## src/rtl/seq_det_pkg.sv

```systemverilog
// -----------------------------------------------------------------------------
// seq_det_pkg
// Shared definitions for the 1011 serial pattern detector and its companion
// pattern source:
//   state_e                 - detector FSM states (3-bit encoding)
//   SEQ_DET_PATTERN         - the detected pattern, 1011 (MSB is seen first)
//   SEQ_GEN_DEFAULT_PATTERN - default 16-bit stream of sequence_generator
//   state_is_match()        - Moore output decode of a state
// -----------------------------------------------------------------------------
package seq_det_pkg;

  typedef enum logic [2:0] {
    S0    = 3'd0,  // idle, no useful prefix
    S1    = 3'd1,  // seen "1"
    S10   = 3'd2,  // seen "10"
    S101  = 3'd3,  // seen "101"
    S1011 = 3'd4   // seen "1011" -> match
  } state_e;

  localparam logic [3:0]  SEQ_DET_PATTERN         = 4'b1011;
  localparam logic [15:0] SEQ_GEN_DEFAULT_PATTERN = 16'b1011_0110_1101_1000;

  function automatic logic state_is_match(input state_e s);
    return (s == S1011);
  endfunction

endpackage

```

## src/rtl/sequence_detector.sv

```systemverilog
// -----------------------------------------------------------------------------
// sequence_detector
// Moore FSM flagging every occurrence (overlaps included) of the serial
// pattern 1011 with a one-cycle pulse on y.
// Optional build macro: SEQ_DET_COUNT_EN adds an 8-bit wrapping match counter.
// Ports:
//   clk         in  1  rising-edge clock
//   reset       in  1  asynchronous active-low reset (state S0, y=0, count=0)
//   x           in  1  serial data bit, sampled on each rising clk
//   y           out 1  match pulse, 1 while the state is S1011
//   match_count out 8  number of matches seen (SEQ_DET_COUNT_EN only)
// -----------------------------------------------------------------------------
module sequence_detector
  import seq_det_pkg::*;
(
  input  logic       clk,
  input  logic       reset,
  input  logic       x,
  output logic       y
`ifdef SEQ_DET_COUNT_EN
  ,
  output logic [7:0] match_count
`endif
);

  state_e state_q, state_d;

  // State register.
  always_ff @(posedge clk or negedge reset) begin
    if (!reset) begin
      state_q <= S0;
    end else begin
      state_q <= state_d;
    end
  end

  // Next-state logic. In each partial-match state x is compared with the next
  // expected pattern bit; on a miss we fall back to the longest suffix of what
  // was seen that is still a prefix of 1011 (this is what makes overlaps work).
  always_comb begin
    state_d = S0;
    case (state_q)
      S0:      state_d = (x == SEQ_DET_PATTERN[3]) ? S1    : S0;
      S1:      state_d = (x == SEQ_DET_PATTERN[2]) ? S10   : S1;
      S10:     state_d = (x == SEQ_DET_PATTERN[1]) ? S101  : S0;
      S101:    state_d = (x == SEQ_DET_PATTERN[0]) ? S1011 : S10;
      // After a match the trailing "1" is reused as a new prefix.
      S1011:   state_d = x ? S1 : S10;
      // Unused encodings recover to idle.
      default: state_d = S0;
    endcase
  end

  // Moore output: decoded from the state register only, no path from x.
  always_comb begin
    y = state_is_match(state_q);
  end

`ifdef SEQ_DET_COUNT_EN
  logic [7:0] match_count_q, match_count_d;

  // Count on the edge that enters S1011 so the counter moves together with y.
  always_comb begin
    if (state_is_match(state_d)) begin
      match_count_d = match_count_q + 8'd1;
    end else begin
      match_count_d = match_count_q;
    end
  end

  // Match counter register (wraps 255 -> 0).
  always_ff @(posedge clk or negedge reset) begin
    if (!reset) begin
      match_count_q <= 8'd0;
    end else begin
      match_count_q <= match_count_d;
    end
  end

  assign match_count = match_count_q;
`endif

endmodule

```

## config.mk

```make
export PLATFORM = sky130hd
export DESIGN_NAME = sequence_detector
export DESIGN_NICKNAME = d
export VERILOG_FILES = /design/src/rtl/seq_det_pkg.sv /design/src/rtl/sequence_detector.sv
export SDC_FILE = /design/constraint.sdc
export NUM_CORES = 1
export LEC_CHECK = 0
export ABC_AREA = 1
export CAP_MARGIN = 20
export CORE_AREA = 5 5 42 44
export DETAILED_ROUTE_END_ITERATION = 7
export DIE_AREA = 0 0 47 49
export PLACE_DENSITY_LB_ADDON = 0.12
export SYNTH_ARGS = -nofsm -noshare
export SYNTH_HDL_FRONTEND = slang
export SYNTH_SLANG_ARGS = --single-unit
```

## constraint.sdc

```tcl
create_clock -name clk -period 0.8 [get_ports clk]
set_input_delay 0.08 -clock clk [delete_from_list [all_inputs] [get_ports clk]]
set_output_delay 0.08 -clock clk [all_outputs]
set_load 0.01 [all_outputs]
```

======== Word-level counts from Yosys, hierarchy flattened ========
Cells that the tools add are included.
W data, S select, Z words.
storage, ports and cells
  flip-flop bits (word level) ............. 3
  bits in latches ......................... 0
  RAM bits ................................ 0
  bits in read-only memories .............. 0
  input bits .............................. 3
  output and inout bits ................... 1
  memories ................................ 0
cells by class
  add/subtract/negate cells ............... 0
  $mul .................................... 0
  div/mod/pow operators ................... 0
  magnitude comparators ................... 0
  eq/ne operators ......................... 4
  shift operators ......................... 0
  muxes and demuxes ....................... 5
  bitwise logic cells ..................... 0
  reductions and logical operators ........ 2
operators with widths
  kind                  number
  $pmux W3 S4           1
  $eq A3 B2 Y1 const B  2
  $mux W2               2
  $eq A3 B1 Y1 const B  1
  $eq A3 B3 Y1 const B  1
  $logic_not A3 Y1      1
  $mux W3               1
  $reduce_or A2 Y1      1
  $mux W1               1

======== Longest topological paths before layout ========
  word-level depth ........................ 3
  gate-level depth with buffers ........... 4

======== Worst setup path after synthesis ========
Ideal clock, no wire load.
  path type ............................... flip-flop to output port
  start ................................... reg state_q[1]
  end ..................................... out y
  arrival ................................. 0.699 ns
  required time ........................... 0.720 ns
  path slack .............................. 0.021 ns
  stages on the path, launching flop included .. 2
  cell sequence ........................... dfrtp_1 > nor3_1
between the ends
  longest elaborated chain between the ends .. 1
ends and longest elaborated chain
  item                      line                     source
  start: declaration        sequence_detector.sv:26  state_e state_q, state_d;
  start signal: assignment  sequence_detector.sv:33  state_q <= state_d;
  $eq A3 B3 Y1              seq_det_pkg.sv:24        return (s == S1011);
  end: declaration          sequence_detector.sv:19  output logic y
Every way passes these cells.

======== Worst setup path after layout ========
Ends and elaborated chain as after synthesis.

==> reports/summary.txt <==
===============================================================================
Crit path launch type                                                      flop
Unique masters post-synth                                                     6
Max capacitance violation total                                               0
Setup-failing EPs final                                                       4
Antenna Nets Post-Route                                                       0
Clock Tree Buf Depth                                                          2
Clock tree from TritonCTS                                                  done
First drt pass iteration count                                                2
Number of endpoints with negative hold slack in the final report              0
Run status                                                         finished, violations left
Overall routed net length                                                358 um
Max-Slew Margin vs Limit                                                  0.884
Layout cell share with drive strength beyond 1                            0.483
Total clock buffers created by CTS                                            3
Leak                                                                   0.124 nW
Clock insertion delay at the later pin of the skew report               0.23 ns
Average detailed-routed wire length per instance                        7.96 um
Clock transition at path regs                                           0.04 ns
GR Overflow Total                                                             0
Tightest Hold Check Type                                               in2async
Kind of capture point of the worst setup path                        output pin
Highest metal layer with signal wires                                      met3
Data arrival time of the critical path                                  0.91 ns
Area of the die                                                     0.00230 mm2
Worst Skew                                                           0.00306 ns
Maximum vdd ir drop                                                    0.997 mV
Number of warning messages in the yosys log                                   0
Detailed placer's ending HPWL                                            226 um
Shortest period the worst path allows                                  0.994 ns
Total number of vias                                                        151
Diodes inserted                                                               0
Number of flip-flops in the largest register                                  3
Cells after Synth                                                            18
Unrepaired setup endpoints after global routing                            true
Nets in the synthesized netlist                                              21
Number of global-route vias before repair                                   157
Power density over cell area                                        2580 mW/mm2
Initial Utilization                                                      0.0955
Post-synthesis sequential area ratio                                      0.561
Worst-Margin Slew                                                      0.174 ns
Placeable Area                                                      0.00140 mm2
CP Max Fanout                                                                 2
Failing checks                                                     setup timing
Row cnt                                                                      14
Final std cells w/o fill                                                     45
Wire length the detailed router placed on met1                           148 um
Final period utilization                                                   1.24
Iter 0 DRT Violations                                                         1
Pin count of the biggest net entering global routing                          5
Number of H-tree branching levels                                             1
Pins over their slew limit                                                    0
Highest achievable clock rate                                          1010 MHz
Worst-case setup margin in the final layout                           -0.194 ns
First-pass GRT wire length                                               558 um
Vertical extent of the die                                                49 um
Post-cts hold buffer count                                                    0
Count of nets after finishing                                                33
Via count normalized by instance count                                     3.36
GRT Resource Usage Total                                                 0.0367
RePlAce Congestion                                                        0.601
Placed cell count                                                            40
DIE WIDTH                                                                 47 um
Critical path class                                                     reg2out
Port buffer count                                                             3
Most flop-heavy register                                                state_q
Count of unresolved DRC violations after routing                              0
Data required time at the worst endpoint                                0.72 ns
Total power                                                            0.659 mW
Met3 routed WL                                                            50 um
Routed wl met2                                                           160 um
IO Pins                                                                       4
Post-Synthesis Mean Instance Area                                      7.44 um2
Netlist area before placement                                           134 um2
Antenna violations before repair                                              0
Clock root buffer master                                               clkbuf_4
Number of clock sinks                                                         3
Post-synthesis to final-layout area growth                                90.7%
#FFs+latches synth                                                            3
Top Registers                                                       state_q (3)
===============================================================================
[cell families (layout without fill, tap and decap cells)]
kind of cell	after synthesis	count (layout)	share of synthesized area
buffers and inverters	1	12	0.0280
DFF	3	3	0.561
and+or+nand+nor	13	13	0.374
AOI/OAI and AO/OA	1	1	0.0373
[timing repair]
item / 4_1_cts / 5_1_grt
gates cloned: 0 / 0
setup endpoints to repair: 3 / 4
setup buffers: 1 / 1
gates resized for setup: 10 / 2
pin swaps: 8 / 2
[per-layer routing]
metal	global-route usage	vias up
li1	-	78
met4	0	0
met1	0.0331	69
met5	0	-
met3	0.0627	0
met2	0.0452	4
[stage by stage]
stage | utilization | setup TNS [ns] | setup slack [ns] | hold slack, ns | area [um2]
floorplan | - | 0 | 0.0209 | -0.216 | 134
global placement | 0.147 | -0.652 | -0.377 | 0.280 | 206
detailed placement | 0.147 | -0.601 | -0.390 | 0.276 | 206
CTS | 0.173 | -0.363 | -0.222 | 0.0261 | 243
global route | 0.182 | -0.745 | -0.247 | 0.0274 | 255
finish | 0.182 | -0.538 | -0.194 | 0.0291 | 255
[power by group]
group	total, mW	leakage, nW	internal (mW)	switching (mW)
clock	0.268	0.0150	0.187	0.0805
sequential	0.201	0.0379	0.181	0.0199
combinational	0.190	0.0708	0.102	0.0880
[worst max-delay path, cell delays in order, from the launching register on]
cell and delay, ns:
dfrtp_1 0.38, nor3_2 0.16, buf_2 0.14
[placed cells by master, fill, tap and decap left out]
master           count
nand2_2              2
dfrtp_1              3
buf_6                1
inv_2                1
nand2_1              4
nor2_1               5
clkbuf_1             1
nor3_2               1
nor2_2               1
buf_4                3
clkdlybuf4s50_1      2
clkbuf_4             3
o21ai_2              1
buf_2                1
[layout make-up]
type / instances / area [um2]
flip-flops and latches: 3 / 75.1
repair buffers: 7 / 58.8
fillers: 175 / 1150
well taps: 16 / 20.0
clock buffers: 4 / 26.3
inverters: 1 / 3.75
multi-input cells: 14 / 71.3
[cells in the mapped netlist]
| master | number | area, um2 |
|---|---|---|
| inv_1 | 1 | 3.75 |
| nor3_1 | 1 | 5.00 |
| nor2_1 | 6 | 22.5 |
| nand2_1 | 6 | 22.5 |
| o21ai_0 | 1 | 5.00 |
| dfrtp_1 | 3 | 75.1 |
[final timing paths]
kind,to,slack (ns),startpoint,cells past startpoint
min in group clk,state_q[2],0.51,x,3
max in group asynchronous,state_q[1],0.63,reset,1
max reg2reg,state_q[1],-0.16,state_q[1],6
min reg2reg,state_q[2],0.53,state_q[2],3
max,y,-0.19,state_q[1],2
min,state_q[2],0.03,reset,1
Note: power is estimated with default switching activity, not from simulation.
